<file path="src/rtl/pc_pkg.sv">
// Shared constants and the next-pc source encoding for the program-counter sequencer.
// Imported by the sequencer top; defaults match a 32-bit MIPS-style fetch unit.
package pc_pkg;

   localparam int unsigned DefXlen        = 32;
   localparam logic [31:0] DefResetVector = 32'h0000_0000;
   localparam logic [31:0] DefExcVector   = 32'h0000_0180;
   localparam int unsigned DefRasDepth    = 4;

   typedef enum logic [2:0] {
      SEQ  = 3'd0,
      BR   = 3'd1,
      JMP  = 3'd2,
      JR   = 3'd3,
      EXC  = 3'd4,
      ERET = 3'd5
   } pc_src_e;

   // Fixed-priority decode of the control inputs into a next-pc source.
   function automatic pc_src_e pick_src(input logic exc, input logic eret, input logic jmp,
                                        input logic branch, input logic jr);
      pc_src_e src;
      src = SEQ;
      if (exc) begin
         src = EXC;
      end else if (eret) begin
         src = ERET;
      end else if (jmp) begin
         src = JMP;
      end else if (branch) begin
         src = BR;
      end else if (jr) begin
         src = JR;
      end
      return src;
   endfunction

endpackage

</file>
<file path="src/rtl/pc_ras.sv">
// Circular return-address stack: push overwrites the oldest entry when full,
// pop on empty is ignored, and a simultaneous pop+push replaces the top in place.
module pc_ras #(
   parameter int unsigned XLEN      = 32,
   parameter int unsigned RAS_DEPTH = 4
) (
   input  logic            clk,
   input  logic            rst,
   input  logic            push,
   input  logic            pop,
   input  logic [XLEN-1:0] push_data,
   output logic [XLEN-1:0] top,
   output logic            empty,
   output logic            full
);

   localparam int unsigned PtrW = (RAS_DEPTH > 1) ? $clog2(RAS_DEPTH) : 1;
   localparam int unsigned CntW = PtrW + 1;

   logic [XLEN-1:0] mem_q [RAS_DEPTH];
   logic [PtrW-1:0] wptr_q, wptr_d;
   logic [PtrW-1:0] top_idx;
   logic [PtrW-1:0] wr_idx;
   logic [CntW-1:0] cnt_q, cnt_d;
   logic            wr_en;
   logic            do_pop;

   assign empty   = (cnt_q == '0);
   assign full    = (cnt_q == CntW'(RAS_DEPTH));
   assign top_idx = wptr_q - PtrW'(1);
   assign top     = empty ? '0 : mem_q[top_idx];
   assign do_pop  = pop & ~empty;

   always_comb begin
      wptr_d = wptr_q;
      cnt_d  = cnt_q;
      wr_en  = 1'b0;
      wr_idx = wptr_q;
      if (do_pop && push) begin
         // Pop then push nets out to replacing the current top.
         wr_en  = 1'b1;
         wr_idx = top_idx;
      end else if (do_pop) begin
         wptr_d = top_idx;
         cnt_d  = cnt_q - CntW'(1);
      end else if (push) begin
         wr_en  = 1'b1;
         wr_idx = wptr_q;
         wptr_d = wptr_q + PtrW'(1);
         if (!full) begin
            cnt_d = cnt_q + CntW'(1);
         end
      end
   end

   always_ff @(posedge clk) begin
      if (rst) begin
         wptr_q <= '0;
         cnt_q  <= '0;
         for (int i = 0; i < int'(RAS_DEPTH); i++) begin
            mem_q[i] <= '0;
         end
      end else begin
         wptr_q <= wptr_d;
         cnt_q  <= cnt_d;
         if (wr_en) begin
            mem_q[wr_idx] <= push_data;
         end
      end
   end

endmodule

</file>
<file path="src/rtl/pc_sequencer.sv">
// Program-counter sequencer: single priority mux over exception, return, jump, branch,
// register-jump and sequential targets, with an exception PC and a return-address stack.
module pc_sequencer
   import pc_pkg::*;
#(
   parameter int unsigned     XLEN         = DefXlen,
   parameter logic [XLEN-1:0] RESET_VECTOR = XLEN'(DefResetVector),
   parameter logic [XLEN-1:0] EXC_VECTOR   = XLEN'(DefExcVector),
   parameter int unsigned     RAS_DEPTH    = DefRasDepth
) (
   input  logic            clk,
   input  logic            rst,
   input  logic            pc_ready,
   input  logic            jmp,
   input  logic            branch,
   input  logic            jr,
   input  logic            call,
   input  logic [XLEN-1:0] ext_18,
   input  logic [25:0]     jmp_dest,
   input  logic [XLEN-1:0] rs,
   input  logic            exc,
   input  logic            eret,
   output logic [XLEN-1:0] pc,
   output logic            pc_valid,
   output logic [XLEN-1:0] sequencial_addr,
   output logic [XLEN-1:0] epc,
   output logic [XLEN-1:0] ras_top,
   output logic            ras_empty,
   output logic            ras_full,
   output logic            jr_mispredict
);

   logic [XLEN-1:0] pc_q, pc_d;
   logic [XLEN-1:0] epc_q, epc_d;
   logic            valid_q;
   logic            advance;
   logic            trap;
   logic            pc_en;
   logic            ras_push;
   logic            ras_pop;
   logic [XLEN-1:0] br_target;
   logic [XLEN-1:0] jmp_target;
   pc_src_e         src;

   assign advance         = valid_q & pc_ready;
   assign trap            = exc | eret;
   assign sequencial_addr = pc_q + XLEN'(4);
   assign br_target       = sequencial_addr + ext_18;
   assign jmp_target      = {pc_q[XLEN-1:28], jmp_dest, 2'b00};

   assign pc       = pc_q;
   assign pc_valid = valid_q;
   assign epc      = epc_q;

   // Stack traffic only follows accepted fetches and never rides along with a trap.
   assign ras_push      = call & advance & ~trap;
   assign ras_pop       = jr & advance & ~trap;
   assign jr_mispredict = jr & advance & (ras_empty | (rs != ras_top));

   always_comb begin
      src   = pick_src(exc, eret, jmp, branch, jr);
      pc_en = trap | advance;
      pc_d  = pc_q;
      epc_d = epc_q;
      if (pc_en) begin
         unique case (src)
            EXC:     pc_d = EXC_VECTOR;
            ERET:    pc_d = epc_q;
            JMP:     pc_d = jmp_target;
            BR:      pc_d = br_target;
            JR:      pc_d = rs;
            default: pc_d = sequencial_addr;
         endcase
      end
      if (exc) begin
         epc_d = pc_q;
      end
   end

   always_ff @(posedge clk) begin
      if (rst) begin
         pc_q    <= RESET_VECTOR;
         epc_q   <= '0;
         valid_q <= 1'b0;
      end else begin
         pc_q    <= pc_d;
         epc_q   <= epc_d;
         valid_q <= 1'b1;
      end
   end

   pc_ras #(
      .XLEN      (XLEN),
      .RAS_DEPTH (RAS_DEPTH)
   ) u_ras (
      .clk       (clk),
      .rst       (rst),
      .push      (ras_push),
      .pop       (ras_pop),
      .push_data (sequencial_addr),
      .top       (ras_top),
      .empty     (ras_empty),
      .full      (ras_full)
   );

endmodule

</file>
<file path="config.mk">
export PLATFORM = sky130hd
export DESIGN_NAME = pc_sequencer
export DESIGN_NICKNAME = d
export VERILOG_FILES = /design/src/rtl/pc_pkg.sv /design/src/rtl/pc_ras.sv /design/src/rtl/pc_sequencer.sv
export SDC_FILE = /design/constraint.sdc
export NUM_CORES = 1
export LEC_CHECK = 0
export BUFFER_PORTS_ARGS = -buffer_cell sky130_fd_sc_hd__buf_2
export CAP_MARGIN = 20
export CORE_ASPECT_RATIO = 0.9
export CORE_MARGIN = 4
export CORE_UTILIZATION = 46
export CTS_BUF_LIST = sky130_fd_sc_hd__clkbuf_4 sky130_fd_sc_hd__clkbuf_8
export DETAILED_ROUTE_END_ITERATION = 6
export PLACE_DENSITY = 0.78
export SYNTH_ARGS = -nofsm -noshare
export SYNTH_HDL_FRONTEND = slang
export SYNTH_HIERARCHICAL = 1
export SYNTH_SLANG_ARGS = --single-unit
export TNS_END_PERCENT = 20
</file>
<file path="constraint.sdc">
create_clock -name clk -period 5.2 [get_ports clk]
set_input_delay 0.78 -clock clk [delete_from_list [all_inputs] [get_ports clk]]
set_output_delay 0.78 -clock clk [all_outputs]
set_load 0.02 [all_outputs]
</file>
# Yosys cells after proc, flatten, opt, wreduce, memory -nomap -nowiden
# Memory sizes are Yosys's and may differ from the RTL's.
# Cells that the tools add are included.
# totals
word_cells,67
memories,1
ff_bits,70
out_inout_bits,132
ramBits,128
# op_classes
mux,25
eq_ne,8
add_sub_neg,6
bitwise_logic,14
n_reduce_logical,7
# memory_table
name,depth,width,rd,rd_ports_with_merged_regs,wr,line_no,rtl
u_ras.mem_q,4,32,1,0,4,pc_ras.sv:20,logic [XLEN-1:0] mem_q [RAS_DEPTH];
# op_table
op,n
32-bit one-hot mux with 5 select lines,1
32-bit 2-to-1 mux,2
32-bit by 3-bit adder with 32-bit output (second input constant),1
32-bit adder,1
32-bit inequality test,1
32-bit OR reduction,1
3-bit 2-to-1 mux,5
2-bit 2-to-1 mux,7
1-bit 2-to-1 mux,10
3-bit == test (second input constant),3
1-bit AND,7
3-bit by 2-bit == test with 1-bit output (second input constant),2
1-bit NOT,4
2-bit AND reduction,2
3-bit by 1-bit adder with 3-bit output (second input constant),1
3-bit by 1-bit == test with 1-bit output (second input constant),1
3-bit logical NOT,1
1-bit OR,3
3-bit AND reduction,1
3-bit by 1-bit subtractor with 3-bit output (second input constant),1
2-bit by 1-bit adder with 2-bit output (second input constant),1
2-bit by 1-bit inequality test with 1-bit output (second input constant),1
2-bit nonzero test,1
2-bit by 1-bit subtractor with 2-bit output (second input constant),1
1-bit logical AND,1

# Logic depth before layout (Yosys ltp)
# Gate-level depths: netlist (run 1).
# logic_depth
word_depth,11
depth_mapped,17

# Modules after synthesis
# The synthesis (run 1) kept the hierarchy.
# modules_own_cells
module,area_each_um2,cells_per_inst,n_inst
pc_ras,6276.0,411,1
pc_sequencer,5959.5,765,1

# Worst setup path before layout (run 1)
# Ideal clock, no wire load.
# synth_path
path_type,flip-flop to flip-flop
from,reg pc_q[2] (netlist: pc[2])
to,reg pc_q[29] (netlist: pc[29])
slack_ns,0.863
path_stages_with_launch,18
n_path_buf,1
t_arrival_ns,4.241
path_cell_list,dfxtp_1 > ha_1 > nand3_1 > nor3_4 > and2_1 > and3_1 > nand3_1 > xnor2_1 > ha_1 > clkbuf_1 > a211oi_1 > o21ai_0 > o311a_1 > a21o_1 > a221oi_2 > xnor2_1 > a222oi_1 > o41ai_2
# synth_between
elab_chain_len,3
# synth_lines
element,line_no,rtl
"start, declared",pc_sequencer.sv:33,"logic [XLEN-1:0] pc_q, pc_d;"
"start signal, assigned",pc_sequencer.sv:86,pc_q <= pc_d;
32-bit by 3-bit adder with 32-bit output,pc_sequencer.sv:47,assign sequencial_addr = pc_q + XLEN'(4);
net sequencial_addr[22],pc_sequencer.sv:25,"output logic [XLEN-1:0] sequencial_addr,"
32-bit adder,pc_sequencer.sv:48,assign br_target = sequencial_addr + ext_18;
32-bit one-hot mux with 5 select lines,pc_sequencer.sv:66,unique case (src)
# The timed path passes the listed nets, and every way through them passes these cells.
# A chain may end at the register's enable or synchronous reset.

# Final worst setup path (run 1)
# layout_path
from,reg u_ras.wptr_q[0]
to,out jr_mispredict
# layout_between
elab_chain_len,6
# layout_lines
element,line_no,rtl
"start, declared",pc_ras.sv:21,"logic [PtrW-1:0] wptr_q, wptr_d;"
"start signal, assigned",pc_ras.sv:64,wptr_q <= wptr_d;
2-bit by 1-bit subtractor with 2-bit output,pc_ras.sv:30,assign top_idx = wptr_q - PtrW'(1);
memory 4 x 32 bit,n/a,
32-bit 2-to-1 mux,pc_ras.sv:31,assign top = empty ? '0 : mem_q[top_idx];
32-bit inequality test,pc_sequencer.sv:58,assign jr_mispredict = jr & advance & (ras_empty | (rs != ras_top));
1-bit OR,pc_sequencer.sv:58,
1-bit AND,pc_sequencer.sv:58,
"end, declared",pc_sequencer.sv:30,output logic jr_mispredict
# No other way between the ends.

==> out/qor.yml, run 1 <==
p_leak_nw: 5.951
p_per_area_mw_per_mm2: 255.7
cp_cell_sequence: "mux4_2, and2_1, xor2_1, nor4_1, nand4_1, nor4_1, a21oi_1, buf_2"
grt_overflow: 0
routabilityCongestion: 0.9406
dieHeight_um: 162.7
grt.met2_usage_pct: 44.05
grt_antenna_before_repair: 0
post-dp-hpwl_um: 31170
cp_max_fo: 24
synthArstFlopShare_pct: 0
crit_path_end: "jr_mispredict"
vias: 10566
cp_data_arrival_time_ns: 3.67
final_antenna_net_count: 0
critPathTopFamily: "simple AND/OR/NAND/NOR gates"
initial_utilization_pct: 46.82
placed_cell_area_mm2: 0.01365
busiest_layer: "met2"
num-fill-cells: 2315
core-area_mm2: 0.02614
timing.fmax_ghz: 0.2250
cts-root-buf: "clkbuf_8"
outcome: "finished clean"
synth_ff_type: "edfxtp_1"
startpoint: "u_ras/wptr_q[0]"
min_delay_path_depth: 2
final-max-slew-violation-count: 0
dr.first_iter.drc_count: 1290
cp-start-kind: "register"
synth_edf_count: 128
wl_um: 41760
cts_max_level: 4
reg2reg_setup_slack_ns: 0.81
fin_crit_sh_pct: 85.48
clkTransAtPathRegs_ns: 0.11
crit_slowest_cell: "dfxtp_2"
antenna_cells: 0
worstReg2RegEnd: "pc[29]"
r2r_start: "pc[2]"
cts_setup_buffers: 0
setup_violations: 0
die_area_mm2: 0.02928
ys_seq_area_share_pct: 42.87
worstSetupPathType: "reg2out"
first_global_vias: 10311
firstDrtPassIters: 6
ys_types: 86
grt.total_usage_pct: 27.91
netlist_instances: 1176
hp-class: "reg2reg"
stdcell_area_mm2: 0.01406
fin_nets: 1519
syn_nets: 1316
cts_buffers: 17
io_pins: 231
relSlewSlack_pct: 29.60
cts_resized: 0
met1_usage_pct: 38.87
area_growth_pct: 14.89
ys_ff_latch: 198
hold_buffers: 0
fin_crit_ns: 4.445
crit_top_cell: "nor4_1"
cap_viol_max_count: 0
grt_max_degree: 60
cp_num_cells: 8
syn-cell-area_mm2: 0.01224
viasPerCell: 6.072
cts_tree: "built"
rsz0062_at_grt: "no"
path_buf_inv: 1
final_util_pct: 53.79
hold_slack_ns: 0.5330
ys_warn_count: 6
worstRegToRegCells: 17
critical_path_required_ns: 4.42
fp.dieW_um: 179.9
rows: 56
clk_latency_ns: 0.49
tns_ns: 0
fin_skew_ns: 0.01713
use_met3_pct: 6.096
drt-wirelength-per-cell_um: 24.00
hold_viol_final: 0
critPathMaxStageDelay_ns: 0.90
ctsLongestPathBuffers: 2
grt_pass1_wl_um: 62980
peakVddDrop_v: 0.0001441
cp-end-kind: "primary output"
power_mw: 3.594
clkSinkCount: 198
post_synth.cell_area_avg_um2: 10.40
drc: 0
drive_above_1_share_pct: 25.79
tightest_slew_ns: 1.056
portBuffers: 230
-- layer usage --
metal | wire (um) | share of wire (%)
met4 | 1422 | 3.4
met1 | 17090 | 41
met3 | 4000 | 9.6
met5 | 0 | 0
met2 | 19250 | 46
-- worst min path at each step --
stage                    from             end  slack [ns]
4_1_cts               epc[17]         epc[17]        0.53
5_1_grt               epc[20]         epc[20]        0.57
3_3_place_gp          epc[16]         epc[16]        0.50
6_report              epc[17]         epc[17]        0.53
2_1_floorplan  u_ras/cnt_q[1]  u_ras/cnt_q[1]        0.53
3_5_place_dp          epc[17]         epc[17]        0.51
-- worst register-to-register path, delay by kind of cell, from the launching register on --
kind / cells / cell delay, ns
flip-flops: 1 / 0.46
AO/OA/AOI/OAI: 7 / 1.52
AND/OR/NAND/NOR: 5 / 1.19
adder cells (fa/ha/maj): 2 / 0.63
buffers and inverters: 1 / 0.17
XOR/XNOR: 2 / 0.34
-- area by class of cell --
class,count,area [um2],area share [%]
multi-input cells,889,6543,46.54
flip-flops and latches,198,5248,37.33
repair buffers,254,1351,9.613
well taps,348,435.4,3.097
clock buffers,17,234.0,1.664
clock inverters,15,175.2,1.246
inverters,19,71.32,0.5073
-- cell families after synthesis --
group | count (synthesis) | share of synthesized area (%)
and+or+nand+nor | 444 | 19.84
AOI/OAI and AO/OA | 238 | 13.27
DFF | 198 | 42.87
xor gates and xnor gates | 90 | 6.442
buffers and inverters | 89 | 3.753
muxes | 76 | 9.510
adders and majority gates | 41 | 4.315
-- Yosys cell counts, types with 4 or more instances --
cell type / instances / share of area [%]
and2_1: 163 / 8.3
edfxtp_1: 128 / 31
nor2_1: 96 / 2.9
dfxtp_1: 70 / 11
nand2_1: 67 / 2.1
a21oi_1: 57 / 2.3
o21ai_0: 55 / 2.2
xnor2_1: 54 / 3.9
mux2i_1: 42 / 3.4
clkbuf_1: 40 / 1.2
ha_1: 39 / 4.0
xor2_1: 36 / 2.6
mux4_2: 32 / 5.9
a221oi_1: 21 / 1.5
inv_1: 18 / 0.55
nand3_1: 17 / 0.70
nand4_1: 16 / 0.82
nor3_1: 16 / 0.65
a211oi_1: 14 / 0.86
buf_2: 11 / 0.45
a31oi_1: 10 / 0.51
and3_1: 10 / 0.51
nand2b_1: 10 / 0.51
a21o_1: 9 / 0.55
o211ai_1: 9 / 0.55
a22oi_1: 8 / 0.49
buf_6: 7 / 0.64
nor4_1: 6 / 0.31
o221ai_1: 6 / 0.43
or2_2: 6 / 0.31
a311oi_1: 4 / 0.29
and2_2: 4 / 0.25
buf_1: 4 / 0.12
nand3b_1: 4 / 0.25
o21bai_1: 4 / 0.25
o22ai_1: 4 / 0.20
-- report_power, final --
group	leakage [nW]	internal [mW]	switching [mW]
Combinational	3.85	0.281	0.463
Sequential	1.90	1.73	0.0779
Clock	0.204	0.408	0.633
Total	5.95	2.42	1.17
-- stage by stage --
step | instances | setup WS [ns]
CTS | 1740 | 0.6305
floorplan | 1176 | 0.8629
finish | 1740 | 0.7549
global route | 1740 | 0.4412
detailed placement | 1708 | 0.9364
global placement | 1707 | 0.9692
-- sequential cells by signal (all words and copies together) (netlist names) --
register	flops
u_ras/mem_q	128
u_ras/wptr_q	2
pc_valid	1
pc	32
epc	32
u_ras/cnt_q	3
-- layout by cell type (no fill, tap or decap), types with 5 or more instances in the layout --
master | netlist | layout
a211oi_1 | 14 | 14
a21o_1 | 9 | 9
a21oi_1 | 57 | 56
a221oi_1 | 21 | 21
a22oi_1 | 8 | 8
a31oi_1 | 10 | 10
and2_1 | 163 | 163
and3_1 | 10 | 10
buf_2 | 11 | 230
buf_4 | 3 | 22
clkbuf_8 | 3 | 17
dfxtp_1 | 70 | 68
edfxtp_1 | 128 | 128
ha_1 | 39 | 39
inv_1 | 18 | 18
inv_6 | 0 | 5
mux2i_1 | 42 | 42
mux4_2 | 32 | 32
nand2_1 | 67 | 67
nand2b_1 | 10 | 10
nand3_1 | 17 | 17
nand4_1 | 16 | 16
nor2_1 | 96 | 96
nor3_1 | 16 | 15
nor4_1 | 6 | 6
o211ai_1 | 9 | 9
o21ai_0 | 55 | 55
o221ai_1 | 6 | 6
or2_2 | 6 | 6
xnor2_1 | 54 | 54
xor2_1 | 36 | 36
(Power assumes the default switching activity.)
==> inputs of run 2 (changes only) <==
Settings changed: SYNTH_HIERARCHICAL 1 to default.
==> run 2 against run 1 <==
Against the previous run:
- the flow now finishes with violations (design-rule violations)
- sequential share of layout area is 0.84 points higher
- highest routed layer unchanged
- register-to-register slack worse by 0.11 ns
- final area is 2.2% lower
- synthesized cell count is 4.3% higher
==> out/qor.yml, run 2 <==
synthTopCellsByArea: "edfxtp_1 33%, dfxtp_1 12%, nor2_1 7.1%"
synthArstFlopShare_pct: 0  # unchanged
fin_skew_ns: 0.02268  # +0.005547 ns
post-dp-hpwl_um: 31510  # +1.1%
ys_seq_area_share_pct: 44.53  # +1.7 points
synth_top_area_cell: "edfxtp_1"
largest_reg_flops: 128  # unchanged
cp_max_fo: 10  # -58%
ys_warn_count: 0  # -6
cp-start-kind: "register"
pwr-share-comb_pct: 19.6  # -1.1 points
synth_ff_type: "edfxtp_1"
cts_max_level: 4  # unchanged
stdcell_area_mm2: 0.01374  # -2.2%
top_register: "u_ras.mem_q"
cts-root-buf: "clkbuf_8"
switching_power_mw: 1.082  # -7.8%
violations: "design-rule violations"
ys_types: 73  # -15%
p_int_mw: 2.334  # -3.6%
cp_data_arrival_time_ns: 4.85  # +1.18 ns
dieHeight_um: 159.8  # -1.8%
area_growth_pct: 16.70
final_cell_mix: "230 x buf_2, 223 x nor2_1, 128 x edfxtp_1, 91 x nand2_1, 85 x a21oi_1"
worstSetupPathType: "reg2reg"
die_area_mm2: 0.02823  # -3.6%
grt_overflow: 0  # unchanged
cts_tree: "built"
hold_viol_final: 0  # unchanged
drive_above_1_share_pct: 23.72  # -2.1 points
dp_slack_ns: 0.8303  # -0.1060 ns
grt_antenna_before_repair: 1  # +1
syn-cell-area_mm2: 0.01178  # -3.7%
p_per_area_mw_per_mm2: 248.6  # -2.8%
rsz0062_at_grt: "no"
clkSinkCount: 198  # unchanged
pwr-share-seq_pct: 52.0  # +1.6 points
core-area_mm2: 0.02519  # -3.6%
synth_most_common_cell: "nor2_1"
startpoint: "pc[2]"
hold_buffers: 0  # unchanged
placed_cell_area_mm2: 0.01337  # -2.0%
initial_utilization_pct: 46.76  # -0.055 points
tightest_slew_ns: 0.8341  # -0.2219 ns
grt_max_degree: 66  # +10%
peakVddDrop_v: 0.0001453  # +0.83%
clk_latency_ns: 0.49  # about the same
final-max-slew-violation-count: 0  # unchanged
final_antenna_net_count: 0  # unchanged
routabilityCongestion: 0.9689  # +3.0%
wl_um: 41210  # -1.3%
synth_edf_count: 128  # unchanged
synth_common_cells: "224 x nor2_1, 128 x edfxtp_1, 91 x nand2_1"
viasPerCell: 5.965  # -1.8%
swShare_pct: 31.68  # -0.97 points
cts_resized: 0  # unchanged
cp-end-kind: "register"
p_clk_share_pct: 28.4  # -0.6 points
drc: 1  # +1
fin_crit_ns: 4.499  # +0.05347 ns
min_from: "epc[22]"
grt_pass1_wl_um: 61750  # -2.0%
tns_ns: 0  # unchanged
rows: 55  # -1.8%
cts_setup_buffers: 0  # unchanged
hp-class: "reg2reg"
vias: 10696  # +1.2%
syn_nets: 1367  # +3.9%
fin_crit_sh_pct: 86.51  # +1.0 points
fp.dieW_um: 176.7  # -1.8%
fin_nets: 1578  # +3.9%
io_pins: 231  # unchanged
power_mw: 3.416  # -5.0%
ctsLongestPathBuffers: 2  # unchanged
r2r_start: "pc[2]"
clkTransAtPathRegs_ns: 0.11  # about the same
first_global_vias: 10165  # -1.4%
portBuffers: 230  # unchanged
fin_ws_ns: 0.7015  # -0.05347 ns
outcome: "complete, but fails checks"
dr.first_iter.drc_count: 1416  # +9.8%
relSlewSlack_pct: 44.14  # +15 points
cap_viol_max_count: 0  # unchanged
post_synth.cell_area_avg_um2: 9.606  # -7.7%
timing.fmax_ghz: 0.2223  # -1.2%
setup_violations: 0  # unchanged
grt.total_usage_pct: 28.53  # +0.62 points
ys_ff_latch: 198  # unchanged
synthDominantCellAreaShare_pct: 32.64  # +1.2 points
drt-wirelength-per-cell_um: 22.98  # -4.3%
cts_buffers: 17  # unchanged
critical_path_required_ns: 5.55  # +1.13 ns
netlist_instances: 1226  # +4.3%
final_common_cell: "buf_2"
p_leak_nw: 5.898  # -0.89%
firstDrtPassIters: 7  # +1
run 2: final cells by class:
type | count | area (um2)
Timing Repair Buffer | 261 | 1421
Multi-Input combinational cell | 900 | 6052
Inverter | 59 | 221.5
Antenna cell | 1 | 2.502
Clock inverter | 12 | 110.1
Tap cell | 342 | 427.9
Clock buffer | 20 | 262.8
Fill cell | 2286 | 11440
Sequential cell | 198 | 5246
run 2: kinds of logic after synthesis:
kind of cell / synth area share [%]
and+or+nand+nor: 17.05
AOI/OAI and AO/OA: 14.25
adders and majority gates: 4.589
muxes: 9.104
DFF: 44.53
buffers and inverters: 4.303
xor gates and xnor gates: 6.172
run 2: final timing paths:
check                               end  slack (ns)  cells after the start
worst max-delay path             pc[21]        0.70                     14
worst min-delay path            epc[22]        0.53                      2
worst max register to register   pc[21]        0.70                     14
worst min register to register  epc[22]        0.53                      2
run 2: critical path: stages, from the launching register on:
cell and delay (ns):
dfxtp_1 0.50, ha_1 0.27, nand4_1 0.22, or4_1 0.63
xor2_1 0.47, inv_1 0.15, ha_1 0.37, and2_1 0.16
o21ai_0 0.08, o21ai_0 0.42, o211ai_1 0.21, nand2_1 0.11
xnor2_1 0.18, a221oi_1 0.12, a2111oi_0 0.48
run 2: per-stage QoR:
step / hold slack, ns / cells / util (%)
finish: 0.5296 / 1793 / 54.57
floorplan: 0.4855 / 1226 / -
global route: 0.5709 / 1793 / 54.57
detailed placement: 0.5103 / 1760 / 53.08
CTS: 0.5331 / 1792 / 54.56
global placement: 0.4955 / 1760 / 53.08
run 2: power groups by stage:
stage | Sequential, mW | Combinational (mW) | Clock (mW)
floorplan | 1.82 | 0.386 | 0
global placement | 1.81 | 0.650 | 0
finish | 1.78 | 0.669 | 0.970
detailed placement | 1.81 | 0.652 | 0
CTS | 1.78 | 0.656 | 0.965
global route | 1.78 | 0.716 | 1.03
run 2: routing by layer:
metal  share of wire (%)  GRT usage [%]
met1                  40          40.61
met2                  44          42.61
met3                  12          7.645
met4                 3.3          9.248
met5                   0              0
==> inputs of run 3 (changes only) <==
--- a/config.mk
+++ b/config.mk
@@ -7,2 +7,3 @@
 export LEC_CHECK = 0
+export ABC_AREA = 1
 export BUFFER_PORTS_ARGS = -buffer_cell sky130_fd_sc_hd__buf_2
==> constraint.sdc (replaced) <==
create_clock -name clk -period 5.2 [get_ports clk]
set_input_delay 0.26 -clock clk [delete_from_list [all_inputs] [get_ports clk]]
set_output_delay 0.26 -clock clk [all_outputs]
set_load 0.02 [all_outputs]
==> run 3 against run 2 <==
Against the previous run:
- synthesized area increased by 12%
- highest routed layer is now met5
- the run still ends with design-rule violations left
- maximum frequency increased by 10%
- combinational power increased by 26%
- core utilization decreased by 1.3 points
- worst setup slack improved by 0.42 ns
- flip-flop and latch count unchanged
- first-iteration DRC count increased by 31%
- critical path type unchanged
- synthesized cell count increased by 54%
- critical endpoint is now pc[28]
==> out/qor.yml, run 3 <==
outcome: "complete, but fails checks"
violations: "design-rule violations"
synth_top_area_cell: "edfxtp_1"
dr.first_iter.drc_count: 1855  # +31%
min_from: "rst"
clk_latency_ns: 0.50  # about the same
synth_edf_count: 128  # unchanged
final_common_cell: "nand2_1"
syn-cell-area_mm2: 0.01322  # +12%
core-area_mm2: 0.02816  # +12%
hp-class: "in2reg"
top_register: "u_ras.mem_q"
hold_slack_ns: 0.1048  # -0.4248 ns
ctsLongestPathBuffers: 2  # unchanged
synthArstFlopShare_pct: 0  # unchanged
cp_data_arrival_time_ns: 4.51  # -0.34 ns
cp_cell_sequence: "inv_2, nor2_4, nand2_2, inv_2, nand2_2, clkinv_2, nand3_2, nor2_2, nand2_1, xor2_1, inv_1, ha_1, nand2_1, nor2_1, nand2_1, nor3_1, nand2_1, nand3_1, nand3_1, nand2_1, nand2_1, a21oi_1"
tns_ns: 0  # unchanged
placedCellCount: 2427  # +38%
final-max-slew-violation-count: 0  # unchanged
netlist_instances: 1887  # +54%
cts_tree: "built"
rows: 58  # +5.5%
cp-start-kind: "register"
hold_viol_final: 0  # unchanged
grt_overflow: 0  # unchanged
synthDominantCellAreaShare_pct: 29.07  # -3.6 points
grt_max_degree: 70  # +6.1%
drt-wirelength-per-cell_um: 20.54  # -11%
cap_viol_max_count: 0  # unchanged
placed_cell_area_mm2: 0.01462  # +9.4%
critPathTopFamily: "simple AND/OR/NAND/NOR gates"
ys_types: 56  # -23%
tightest_slew_ns: 1.118  # +0.2843 ns
worstReg2RegEnd: "pc[28]"
final_util_pct: 53.30  # -1.3 points
post-dp-hpwl_um: 38890  # +23%
reg2reg_setup_slack_ns: 1.12  # +0.42 ns
final_antenna_net_count: 0  # unchanged
min_delay_path_depth: 2  # unchanged
wl_um: 50500  # +23%
num-fill-cells: 2796  # +22%
cp_max_fo: 9  # -1
p_leak_nw: 7.491  # +27%
relSlewSlack_pct: 25.36  # -19 points
portBuffers: 230  # unchanged
final_cell_count_no_fill: 2459  # +37%
fin_crit_sh_pct: 78.47  # -8.0 points
path_buf_inv: 4  # +3
fin_ws_ns: 1.119  # +0.4179 ns
routabilityCongestion: 1.008  # +4.0%
viasPerCell: 5.680  # -4.8%
fin_nets: 2227  # +41%
vias: 13966  # +31%
cts-root-buf: "clkbuf_8"
antenna_cells: 0  # -1
io_pins: 231  # unchanged
cts_max_level: 4  # unchanged
first_global_vias: 12804  # +26%
r2r_start: "pc[2]"
grt_antenna_before_repair: 1  # unchanged
ys_seq_area_share_pct: 39.66  # -4.9 points
ys_warn_count: 0  # unchanged
multiInputGateArea_mm2: 0.006569  # +8.5%
fin_crit_ns: 4.081  # -0.4179 ns
cts_resized: 0  # unchanged
dieHeight_um: 168.9  # +5.7%
stdcell_area_mm2: 0.01501  # +9.2%
worstHoldEndpoint: "pc[31]"
synth_ff_type: "edfxtp_1"
dp_slack_ns: 1.292  # +0.4621 ns
setup_violations: 0  # unchanged
drc: 6  # +5
post_synth.cell_area_avg_um2: 7.008  # -27%
area_growth_pct: 13.48
clkSinkCount: 198  # unchanged
fin_skew_ns: 0.02953  # +0.006854 ns
critical_path_required_ns: 5.63  # +0.08 ns
crit_slowest_cell: "xor2_1"
p_per_area_mw_per_mm2: 244.7  # -1.6%
initial_utilization_pct: 46.96  # +0.20 points
rsz0062_at_grt: "no"
worstRegToRegCells: 22  # +8
cts_buffers: 17  # unchanged
cp-end-kind: "register"
hold_buffers: 0  # unchanged
worstSetupPathType: "reg2reg"
grt.total_usage_pct: 31.04  # +2.5 points
cts_setup_buffers: 0  # unchanged
synth_most_common_cell: "nand2_1"
timing.fmax_ghz: 0.2451  # +10%
firstDrtPassIters: 7  # unchanged
synth_common_cells: "585 x nand2_1, 266 x inv_1, 237 x nor2_1"
power_mw: 3.672  # +7.5%
critPathMaxStageDelay_ns: 0.55  # -0.08 ns
drive_above_1_share_pct: 16.48  # -7.2 points
largest_reg_flops: 128  # unchanged
die_area_mm2: 0.03153  # +12%
clkTransAtPathRegs_ns: 0.13  # +0.02 ns
crit_top_cell: "nand2_1"
peakVddDrop_v: 0.0001846  # +27%
ys_ff_latch: 198  # unchanged
final_cell_mix: "585 x nand2_1, 265 x inv_1, 237 x nor2_1, 230 x buf_2, 128 x edfxtp_1"
syn_nets: 2028  # +48%
synthTopCellsByArea: "edfxtp_1 29%, nand2_1 17%, dfxtp_1 11%"
seq_area_mm2: 0.005246  # unchanged
grt_pass1_wl_um: 75330  # +22%
fp.dieW_um: 186.7  # +5.7%
run 3: area by class of cell:
| type | instances | share of cell area (%) |
|---|---|---|
| Clock buffer | 18 | 1.651 |
| Clock inverter | 14 | 0.9255 |
| Inverter | 283 | 7.170 |
| Multi-Input combinational cell | 1339 | 43.77 |
| Sequential cell | 198 | 34.96 |
| Tap cell | 360 | 3.001 |
| Timing Repair Buffer | 247 | 8.521 |
run 3: cells by family after synthesis:
family                     after synthesis  share of synthesized area, %
AOI/OAI and AO/OA                      283                         12.57
xor gates and xnor gates                25                         1.769
adders and majority gates               42                         4.087
buffers and inverters                  350                         10.76
DFF                                    198                         39.66
and+or+nand+nor                        989                         31.15
run 3: how the worst max path moves through the flow:
stage / startpoint / end / slack [ns] / depth (start not counted)
floorplan: pc_valid / u_ras.mem_q[3][0] / 0.67 / 11
global placement: pc[2] / pc[28] / 1.31 / 23
detailed placement: exc / u_ras.mem_q[1][19] / 1.29 / 13
CTS: pc[2] / pc[25] / 1.28 / 22
global route: pc[2] / pc[28] / 0.81 / 23
finish: pc[2] / pc[28] / 1.12 / 22
run 3: metal layers:
layer  global-route usage (%)  part of all wire (%)
met5                        0                 0.026
met1                    42.26                    40
met2                    46.71                    42
met3                    8.784                    13
met4                    13.08                   4.9
run 3: power breakdown:
part	internal (mW)	switching, mW
Sequential	1.74	0.0651
Clock	0.408	0.616
Combinational	0.250	0.592
